File: src/rtl/hazard_ctrl_if.sv
// ============================================================================
// hazard_ctrl_if : pipeline <-> hazard unit signal bundle
// Rev 1.0
// ============================================================================
`default_nettype none

interface hazard_ctrl_if #(
  parameter int CNT_W = 16
);
  logic [3:0]       RA1D, RA2D, RA1E, RA2E;
  logic [3:0]       WA3E, WA3M, WA3W;
  logic             RegWriteM, RegWriteW;
  logic             MemtoRegE, BranchTakenE;
  logic             MemReqM, MemReadyM;
  logic [1:0]       ForwardAE, ForwardBE;
  logic             StallF, StallD, StallE, StallM;
  logic             FlushD, FlushE, FlushW;
  logic             MemTimeout;
  logic [CNT_W-1:0] StallCount;

  modport master (
    output RA1D, RA2D, RA1E, RA2E, WA3E, WA3M, WA3W,
    output RegWriteM, RegWriteW, MemtoRegE, BranchTakenE, MemReqM, MemReadyM,
    input  ForwardAE, ForwardBE, StallF, StallD, StallE, StallM,
    input  FlushD, FlushE, FlushW, MemTimeout, StallCount
  );

  modport slave (
    input  RA1D, RA2D, RA1E, RA2E, WA3E, WA3M, WA3W,
    input  RegWriteM, RegWriteW, MemtoRegE, BranchTakenE, MemReqM, MemReadyM,
    output ForwardAE, ForwardBE, StallF, StallD, StallE, StallM,
    output FlushD, FlushE, FlushW, MemTimeout, StallCount
  );
endinterface

`default_nettype wire

File: src/rtl/hazard_ctrl.sv
// ============================================================================
// hazard_ctrl : forwarding, load-use/branch hazards and memory-wait stalls
// Rev 1.0
// ============================================================================
`default_nettype none

module hazard_ctrl #(
  parameter int MEM_TIMEOUT = 15,
  parameter int CNT_W       = 16
) (
  input  logic          clk,
  input  logic          reset,
  hazard_ctrl_if.slave  hz
);

  localparam int               WCNT_W     = (MEM_TIMEOUT < 1) ? 1 : $clog2(MEM_TIMEOUT + 1);
  localparam logic [WCNT_W-1:0] C_WCNT_MAX = WCNT_W'(MEM_TIMEOUT);
  localparam logic [3:0]        C_PC_REG   = 4'd15;

  typedef enum logic [0:0] {
    RUN      = 1'b0,
    MEM_WAIT = 1'b1
  } state_t;

  state_t            state_q, state_d;
  logic [WCNT_W-1:0] wcnt_q, wcnt_d;
  logic [CNT_W-1:0]  stall_cnt_q, stall_cnt_d;

  logic       mem_stall, mem_timeout, ld_stall;
  logic       stall_f, stall_d, stall_e, stall_m;
  logic       flush_d, flush_e, flush_w;
  logic [1:0] fwd_a, fwd_b;

  // Memory stage wins over writeback; R15 (PC) is never a forwarding source.
  function automatic logic [1:0] fwd_sel(
    input logic [3:0] ra,
    input logic [3:0] wa_m,
    input logic       we_m,
    input logic [3:0] wa_w,
    input logic       we_w
  );
    if (we_m && (wa_m == ra) && (wa_m != C_PC_REG))
      return 2'b10;
    else if (we_w && (wa_w == ra) && (wa_w != C_PC_REG))
      return 2'b01;
    else
      return 2'b00;
  endfunction

  always_comb begin
    state_d     = state_q;
    wcnt_d      = wcnt_q;
    mem_stall   = 1'b0;
    mem_timeout = 1'b0;
    case (state_q)
      RUN: begin
        if (hz.MemReqM && !hz.MemReadyM) begin
          state_d   = MEM_WAIT;
          wcnt_d    = WCNT_W'(1);
          mem_stall = 1'b1;
        end
      end
      MEM_WAIT: begin
        if (hz.MemReadyM) begin
          state_d = RUN;
          wcnt_d  = '0;
        end else if (wcnt_q == C_WCNT_MAX) begin
          state_d     = RUN;
          wcnt_d      = '0;
          mem_timeout = 1'b1;
        end else begin
          wcnt_d    = wcnt_q + WCNT_W'(1);
          mem_stall = 1'b1;
        end
      end
      default: begin
        state_d = RUN;
        wcnt_d  = '0;
      end
    endcase
  end

  always_comb begin
    ld_stall = hz.MemtoRegE && (hz.WA3E != C_PC_REG) &&
               ((hz.WA3E == hz.RA1D) || (hz.WA3E == hz.RA2D));
    fwd_a   = 2'b00;
    fwd_b   = 2'b00;
    stall_f = 1'b0;
    stall_d = 1'b0;
    stall_e = 1'b0;
    stall_m = 1'b0;
    flush_d = 1'b0;
    flush_e = 1'b0;
    flush_w = 1'b0;
    if (reset) begin
      flush_d = 1'b1;
      flush_e = 1'b1;
      flush_w = 1'b1;
    end else begin
      fwd_a = fwd_sel(hz.RA1E, hz.WA3M, hz.RegWriteM, hz.WA3W, hz.RegWriteW);
      fwd_b = fwd_sel(hz.RA2E, hz.WA3M, hz.RegWriteM, hz.WA3W, hz.RegWriteW);
      // A held branch flushes only once the memory wait releases the pipeline.
      if (mem_stall) begin
        stall_f = 1'b1;
        stall_d = 1'b1;
        stall_e = 1'b1;
        stall_m = 1'b1;
        flush_w = 1'b1;
      end else if (hz.BranchTakenE) begin
        flush_d = 1'b1;
        flush_e = 1'b1;
      end else if (ld_stall) begin
        stall_f = 1'b1;
        stall_d = 1'b1;
        flush_e = 1'b1;
      end
    end
  end

  always_comb begin
    stall_cnt_d = stall_cnt_q;
    if (stall_f && (stall_cnt_q != {CNT_W{1'b1}}))
      stall_cnt_d = stall_cnt_q + CNT_W'(1);
  end

  always_ff @(posedge clk) begin
    if (reset) begin
      state_q     <= RUN;
      wcnt_q      <= '0;
      stall_cnt_q <= '0;
    end else begin
      state_q     <= state_d;
      wcnt_q      <= wcnt_d;
      stall_cnt_q <= stall_cnt_d;
    end
  end

  assign hz.ForwardAE  = fwd_a;
  assign hz.ForwardBE  = fwd_b;
  assign hz.StallF     = stall_f;
  assign hz.StallD     = stall_d;
  assign hz.StallE     = stall_e;
  assign hz.StallM     = stall_m;
  assign hz.FlushD     = flush_d;
  assign hz.FlushE     = flush_e;
  assign hz.FlushW     = flush_w;
  assign hz.MemTimeout = mem_timeout && !reset;
  assign hz.StallCount = reset ? '0 : stall_cnt_q;

endmodule

`default_nettype wire

File: src/flat_wrapper.sv
// flat-port wrapper written by rule: the top's interface ports become plain ports
module hazard_ctrl_flat 
#(
  parameter int MEM_TIMEOUT = 15,
  parameter int CNT_W       = 16
)
  (clk, reset, hz_RA1D, hz_RA2D, hz_RA1E, hz_RA2E, hz_WA3E, hz_WA3M, hz_WA3W, hz_RegWriteM, hz_RegWriteW, hz_MemtoRegE, hz_BranchTakenE, hz_MemReqM, hz_MemReadyM, hz_ForwardAE, hz_ForwardBE, hz_StallF, hz_StallD, hz_StallE, hz_StallM, hz_FlushD, hz_FlushE, hz_FlushW, hz_MemTimeout, hz_StallCount);
  hazard_ctrl_if #(.CNT_W(CNT_W)) hz_i ();
  input  logic clk;
  input  logic reset;
  input wire logic [$bits(hz_i.RA1D)-1:0] hz_RA1D;
  input wire logic [$bits(hz_i.RA2D)-1:0] hz_RA2D;
  input wire logic [$bits(hz_i.RA1E)-1:0] hz_RA1E;
  input wire logic [$bits(hz_i.RA2E)-1:0] hz_RA2E;
  input wire logic [$bits(hz_i.WA3E)-1:0] hz_WA3E;
  input wire logic [$bits(hz_i.WA3M)-1:0] hz_WA3M;
  input wire logic [$bits(hz_i.WA3W)-1:0] hz_WA3W;
  input wire logic [$bits(hz_i.RegWriteM)-1:0] hz_RegWriteM;
  input wire logic [$bits(hz_i.RegWriteW)-1:0] hz_RegWriteW;
  input wire logic [$bits(hz_i.MemtoRegE)-1:0] hz_MemtoRegE;
  input wire logic [$bits(hz_i.BranchTakenE)-1:0] hz_BranchTakenE;
  input wire logic [$bits(hz_i.MemReqM)-1:0] hz_MemReqM;
  input wire logic [$bits(hz_i.MemReadyM)-1:0] hz_MemReadyM;
  output wire logic [$bits(hz_i.ForwardAE)-1:0] hz_ForwardAE;
  output wire logic [$bits(hz_i.ForwardBE)-1:0] hz_ForwardBE;
  output wire logic [$bits(hz_i.StallF)-1:0] hz_StallF;
  output wire logic [$bits(hz_i.StallD)-1:0] hz_StallD;
  output wire logic [$bits(hz_i.StallE)-1:0] hz_StallE;
  output wire logic [$bits(hz_i.StallM)-1:0] hz_StallM;
  output wire logic [$bits(hz_i.FlushD)-1:0] hz_FlushD;
  output wire logic [$bits(hz_i.FlushE)-1:0] hz_FlushE;
  output wire logic [$bits(hz_i.FlushW)-1:0] hz_FlushW;
  output wire logic [$bits(hz_i.MemTimeout)-1:0] hz_MemTimeout;
  output wire logic [$bits(hz_i.StallCount)-1:0] hz_StallCount;
  assign hz_i.RA1D = hz_RA1D;
  assign hz_i.RA2D = hz_RA2D;
  assign hz_i.RA1E = hz_RA1E;
  assign hz_i.RA2E = hz_RA2E;
  assign hz_i.WA3E = hz_WA3E;
  assign hz_i.WA3M = hz_WA3M;
  assign hz_i.WA3W = hz_WA3W;
  assign hz_i.RegWriteM = hz_RegWriteM;
  assign hz_i.RegWriteW = hz_RegWriteW;
  assign hz_i.MemtoRegE = hz_MemtoRegE;
  assign hz_i.BranchTakenE = hz_BranchTakenE;
  assign hz_i.MemReqM = hz_MemReqM;
  assign hz_i.MemReadyM = hz_MemReadyM;
  assign hz_ForwardAE = hz_i.ForwardAE;
  assign hz_ForwardBE = hz_i.ForwardBE;
  assign hz_StallF = hz_i.StallF;
  assign hz_StallD = hz_i.StallD;
  assign hz_StallE = hz_i.StallE;
  assign hz_StallM = hz_i.StallM;
  assign hz_FlushD = hz_i.FlushD;
  assign hz_FlushE = hz_i.FlushE;
  assign hz_FlushW = hz_i.FlushW;
  assign hz_MemTimeout = hz_i.MemTimeout;
  assign hz_StallCount = hz_i.StallCount;
  hazard_ctrl #(.MEM_TIMEOUT(MEM_TIMEOUT), .CNT_W(CNT_W)) u_core (.clk(clk), .reset(reset), .hz(hz_i));
endmodule
File: config.mk
export PLATFORM = sky130hd
export DESIGN_NAME = hazard_ctrl_flat
export DESIGN_NICKNAME = d
export VERILOG_FILES = /design/src/rtl/hazard_ctrl_if.sv /design/src/rtl/hazard_ctrl.sv /design/src/flat_wrapper.sv
export SDC_FILE = /design/constraint.sdc
export NUM_CORES = 1
export LEC_CHECK = 0
export CAP_MARGIN = 20
export CORE_MARGIN = 2
export CORE_UTILIZATION = 43
export DETAILED_ROUTE_END_ITERATION = 6
export PLACE_DENSITY = 0.8
export SLEW_MARGIN = 20
export SYNTH_ARGS = -nofsm -noshare
export SYNTH_HDL_FRONTEND = slang
export SYNTH_SLANG_ARGS = --single-unit
export TNS_END_PERCENT = 50
File: constraint.sdc
create_clock -name clk -period 2.7 [get_ports clk]
set_input_delay 0.27 -clock clk [delete_from_list [all_inputs] [get_ports clk]]
set_output_delay 0.27 -clock clk [all_outputs]
set_load 0.01 [all_outputs]
==> flow_summary.toml, run 1 <==
[final_layout]
fin_nets = 294
fin_area_mm2 = 0.00223
drive_gt1_frac = 0.0706
diodes = 0
multiInputGateArea_mm2 = 0.00103
regArea_um2 = 420
nFillCells = 325
syn_to_final_growth_pct = 47.0

[clocking]
cts.sinks = 21
cts_root_buf = "clkbuf_4"
cts_buffer_depth = 2
cts-resized-gates = 0
cts_buffers = 3
cts_hold_buf = 0
post-cts-setup-buffer-count = 0
clk_pin_slew_ns = 0.12
cts_tree = "done"
htreeDepth = 1
clock_latency_ns = 0.30

[floorplanning]
die_x_um = 63.4
core_mm2 = 0.00336
die_area_mm2 = 0.00402
rows = 21
fp.dieH_um = 63.4
ios = 64
start_util = 0.452

[power]
leakage_nw = 0.788
power_mw = 0.640
peakVddDrop_mv = 0.184
power_density_mw_per_mm2 = 287

[yosys]
synth-async-reset-ratio = 0
ys_warn_count = 0
ys_ff_latch = 21
synth_edf_count = 0
synth.distinct_cells = 38
seq_area_frac_synth = 0.277
synthesis.area_mm2 = 0.00152
synthFlopType = "dfxtp_1"
synth_nets = 229
synthTopCellsByArea = "dfxtp_1 (28%), xnor2_1 (14%), nor2_1 (6.9%)"
synth.avg_cell_area_um2 = 7.95
postSynthCellCount = 191
synth_top_area_frac = 0.277
yosysTopAreaCell = "dfxtp_1"

[worst_setup_path]
cpPeakStageDelay_ns = 0.56
startpoint_type = "register"
path_class = "register to primary output"
crit_chain = "ha_1 > and4_4 > nor4_4 > buf_4 > a21o_1 > clkdlybuf4s50_1"
cp_slowest_cell = "clkdlybuf4s50_1"
crit_family = "buffers and inverters"
crit_arrival_ns = 2.28
r2r_slack_ns = 0.38
end_kind = "primary output"
crit_required_ns = 2.43
worst-path-max-fanout = 6
path_buf_inv = 2

[timing]
maxSlewViolCount = 0
slew_headroom = 0.740
fin_hold_ws_ns = 0.510
rsz0062_at_grt = "no"
min_period_ns = 2.55
min_period_over_period = 0.945
clock_skew_ns = 0.00956
setup_tns_ns = 0
clock.fmax_ghz = 0.392
tightest_slew_ns = 0.390
finalHoldViolations = 0
setup_ws_ns = 0.148
setup_viol = 0

[detailed_routing]
vias_per_cell = 5.06
wl_met1_um = 1740
antenna_left = 0
top_layer = "met4"
wl_met2_um = 1670
wl_um = 3750
wl_met3_um = 272
via_count = 1523
drc_errors = 0
drt_pass1_iterations = 4
wire_per_inst_um = 12.5
drt_iter0_drc = 73

[place]
dp_slack_ns = 0.221
io_buffers = 63
placed_cell_area_mm2 = 0.00221
gp_congestion = 0.862
hpwl_um = 3050

[min_path]
hold_path.class = "register to register"

[grt]
grt_pass1_vias = 1331
grt_max_degree = 35
grt_pass1_wl_um = 6060
gr-total-overflow = 0
antenna_found_initial = 0
track_usage = 0.186

[run]
maxCapViolCount = 0

[outcome]
status = "completed"
state kept, by name (all words and copies together) (netlist names):
name and count:
u_core.stall_cnt_q 16, u_core.wcnt_q 4, u_core.state_q 1
placed cells by master (no fill, tap or decap), types with 2 or more instances in the layout:
cell,count
nor2_1,28
a22oi_1,4
a21oi_1,5
nand4_1,10
xor2_1,2
clkdlybuf4s50_1,63
nor3_2,3
o31ai_1,2
buf_4,5
mux2_1,9
o21ai_1,3
nand2_1,11
nand3_1,8
nor2b_1,11
or2_2,2
clkbuf_4,3
dfxtp_1,21
nor3_1,8
nor4_1,6
inv_1,8
xnor2_1,24
o21ai_0,2
ha_1,2
path summary, 6_finish.rpt:
check                        start                      to  cells after the start
max               u_core.wcnt_q[0]               hz_StallF                      6
min          u_core.stall_cnt_q[4]   u_core.stall_cnt_q[4]                      1
max reg2reg       u_core.wcnt_q[0]  u_core.stall_cnt_q[11]                      8
min reg2reg  u_core.stall_cnt_q[4]   u_core.stall_cnt_q[4]                      1
final cells by class:
type                            count  area share
Sequential cell                    21       0.188
Multi-Input combinational cell    154       0.461
Timing Repair Buffer               68       0.299
Clock buffer                        4      0.0118
Tap cell                           46      0.0258
Inverter                            8      0.0135
per-layer routing:
layer / global-route usage / vias up
li1: - / 801
met1: 0.244 / 663
met2: 0.299 / 53
met3: 0.0464 / 6
met4: 0.0625 / 0
met5: 0 / -
synthesized netlist by cell type, drive strengths merged (2+ instances only):
| cell type | number |
|---|---|
| clkbuf | 2 |
| o21ai | 6 |
| a22oi | 4 |
| nor2 | 28 |
| xor2 | 2 |
| or2 | 3 |
| dfxtp | 21 |
| xnor2 | 24 |
| nand2 | 11 |
| a21oi | 5 |
| o31ai | 2 |
| mux2 | 10 |
| ha | 2 |
| nand3 | 8 |
| inv | 8 |
| buf | 6 |
| nor3 | 11 |
| nor4 | 7 |
| nor2b | 11 |
| nand4 | 10 |
cells by family (layout without fill, tap and decap cells):
logic type               Yosys count  in the layout  share of synthesized area
flip-flops                        21             21                      0.277
AO/OA/AOI/OAI                     21             21                     0.0947
buffers and inverters             16             80                     0.0453
XOR/XNOR                          26             26                      0.150
AND/OR/NAND/NOR                   94             94                      0.334
multiplexers                      11             11                     0.0832
adder cells (fa/ha/maj)            2              2                     0.0165
where the power goes:
part           internal (mW)  switching (mW)
Combinational          0.101          0.0739
Sequential             0.313         0.00342
Clock                 0.0576          0.0909
Total                  0.472           0.168
through the flow:
stage | utilization | cells
6_report | 0.664 | 301
5_1_grt | 0.664 | 301
4_1_cts | 0.664 | 301
3_5_place_dp | 0.656 | 297
3_3_place_gp | 0.656 | 297
2_1_floorplan | - | 191
Power figures use the tool's default switching activity.
==> run 2, diff against run 1 <==
==> constraint.sdc (replaced) <==
create_clock -name clk -period 2.6 [get_ports clk]
set_input_delay 0.39 -clock clk [delete_from_list [all_inputs] [get_ports clk]]
set_output_delay 0.39 -clock clk [all_outputs]
set_load 0.01 [all_outputs]
==> run 2 against run 1 <==
Compared with the run above:
- first-iteration DRC count decreased by 36%
- global-route usage increased by 1.3 points
- final cell count increased by 2.0%
- hold slack got worse by 0.0012 ns
- setup slack got worse by 0.057 ns
- routed wire length increased by 2.4%
- clock power increased by 8%
- core utilization increased by 2.3 points
- combinational power increased by 9%
- count of clock-buffer cells in the layout unchanged
- sequential share of layout area decreased by 0.63 points
- critical endpoint is now hz_ForwardAE[0]
==> flow_summary.toml, run 2 (synthesis gave the netlist of run 1 again) <==
[outcome]
status = "completed"

[final_layout]
syn_to_final_growth_pct = 52.1
drive_gt1_frac = 0.103
fin_nets = 300
mostFrequentLayoutCells = "clkdlybuf4s50_1 (58), nor2_1 (28), xnor2_1 (24)"
top_regs = "u_core.stall_cnt_q x16, u_core.wcnt_q x4, u_core.state_q x1"
fin_cells = 307
diodes = 0
regMostFlops = "u_core.stall_cnt_q"
mostFrequentLayoutCell = "clkdlybuf4s50_1"
largest_register_ffs = 16
final_util = 0.687

[clocking]
clock_latency_ns = 0.31
cts_buffers = 3
cts_tree = "done"
clk_pin_slew_ns = 0.12
cts.sinks = 21
cts_buffer_depth = 2
cts_root_buf = "clkbuf_4"
cts_hold_buf = 0
htreeDepth = 1

[detailed_routing]
wl_met1_um = 1680
top_layer = "met4"
wl_met2_um = 1800
drc_errors = 0
wl_um = 3840
vias_per_cell = 5.26
drt_iter0_drc = 47
via_count = 1614
drt_pass1_iterations = 5
wire_per_inst_um = 12.5
antenna_left = 0
wl_met3_um = 306

[floorplanning]
die_area_mm2 = 0.00402
start_util = 0.452
rows = 21
ios = 64
fp.dieH_um = 63.4
core_mm2 = 0.00336
die_x_um = 63.4

[power]
leakage_nw = 0.862
power_density_mw_per_mm2 = 295
peakVddDrop_mv = 0.199
power_mw = 0.681

[worst_setup_path]
r2r_end = "u_core.stall_cnt_q[15]"
worst-path-max-fanout = 30
r2r_cells = 8
crit_chain = "clkdlybuf4s50_1 > buf_12 > nand3b_1 > nor3_1 > clkdlybuf4s50_1"
crit_arrival_ns = 2.12
startpoint_type = "input port"
crit_top_cell = "clkdlybuf4s50_1"
end_kind = "primary output"
r2r_slack_ns = 0.20
cp_slowest_cell = "clkdlybuf4s50_1"
crit_required_ns = 2.21
path_class = "input port to primary output"
cpPeakStageDelay_ns = 0.56
rr_startpoint = "u_core.wcnt_q[0]"

[grt]
track_usage = 0.200
grt_max_degree = 31
antenna_found_initial = 0
grt_pass1_wl_um = 6580
grt_pass1_vias = 1536
gr-total-overflow = 0

[run]
maxCapViolCount = 0

[place]
io_buffers = 63
post-place-cells = 301
gp_congestion = 0.837
hpwl_um = 3040

[min_path]
hold_path.class = "register to register"
hold_depth = 1
hold_end = "u_core.stall_cnt_q[4]"
hold_start = "u_core.stall_cnt_q[4]"

[timing]
fin_hold_ws_ns = 0.509
tightest_slew_ns = 0.445
setup_viol = 0
slew_headroom = 0.703
finalHoldViolations = 0
rsz0062_at_grt = "yes"
min_period_ns = 2.51
min_period_over_period = 0.965
setup_tns_ns = 0
clock_skew_ns = 0.00832
maxSlewViolCount = 0
clock.fmax_ghz = 0.399
run 2: worst max-delay path by stage:
stage	from	to	cells after the start
5_1_grt	reset	hz_ForwardAE[0]	5
2_1_floorplan	u_core.wcnt_q[0]	u_core.stall_cnt_q[14]	8
3_5_place_dp	hz_WA3E[3]	hz_StallD	6
6_report	reset	hz_ForwardAE[0]	5
4_1_cts	u_core.wcnt_q[0]	hz_StallF	5
3_3_place_gp	hz_WA3E[0]	hz_StallD	6
run 2: repair_timing:
item	in CTS	in global routing
buffers inserted	2	0
gates resized for setup	2	6
endpoints found under the setup margin	3	9
pin swaps	1	4
run 2: worst max-delay path, delay by kind of cell:
kind	cells	cell delay, ns
buffers and inverters	3	1.30
and+or+nand+nor	2	0.42
run 2: stage by stage:
stage          setup slack [ns]  area (um2)
2_1_floorplan             0.276        1520
3_3_place_gp             0.0537        2250
3_5_place_dp            -0.0216        2250
4_1_cts                 0.00735        2290
5_1_grt                -0.00299        2310
6_report                 0.0912        2310
run 2: where the power goes:
part           total, mW  switching, mW  internal, mW  leakage (nW)
clock              0.161          0.101        0.0599        0.0150
sequential         0.328        0.00356         0.325         0.170
combinational      0.191         0.0794         0.112         0.678
run 2: area by class of cell:
| class | count | area (um2) |
|---|---|---|
| Multi-Input combinational cell | 154 | 1040 |
| Tap cell | 46 | 57.6 |
| Timing Repair Buffer | 74 | 734 |
| Inverter | 8 | 30.0 |
| Fill cell | 294 | 1050 |
| Clock buffer | 4 | 26.3 |
| Sequential cell | 21 | 420 |
run 2: per-layer routing:
| metal | up-vias | GRT usage |
|---|---|---|
| li1 | 812 | - |
| met1 | 731 | 0.244 |
| met2 | 66 | 0.343 |
| met3 | 5 | 0.0482 |
| met4 | 0 | 0.0625 |
| met5 | - | 0 |
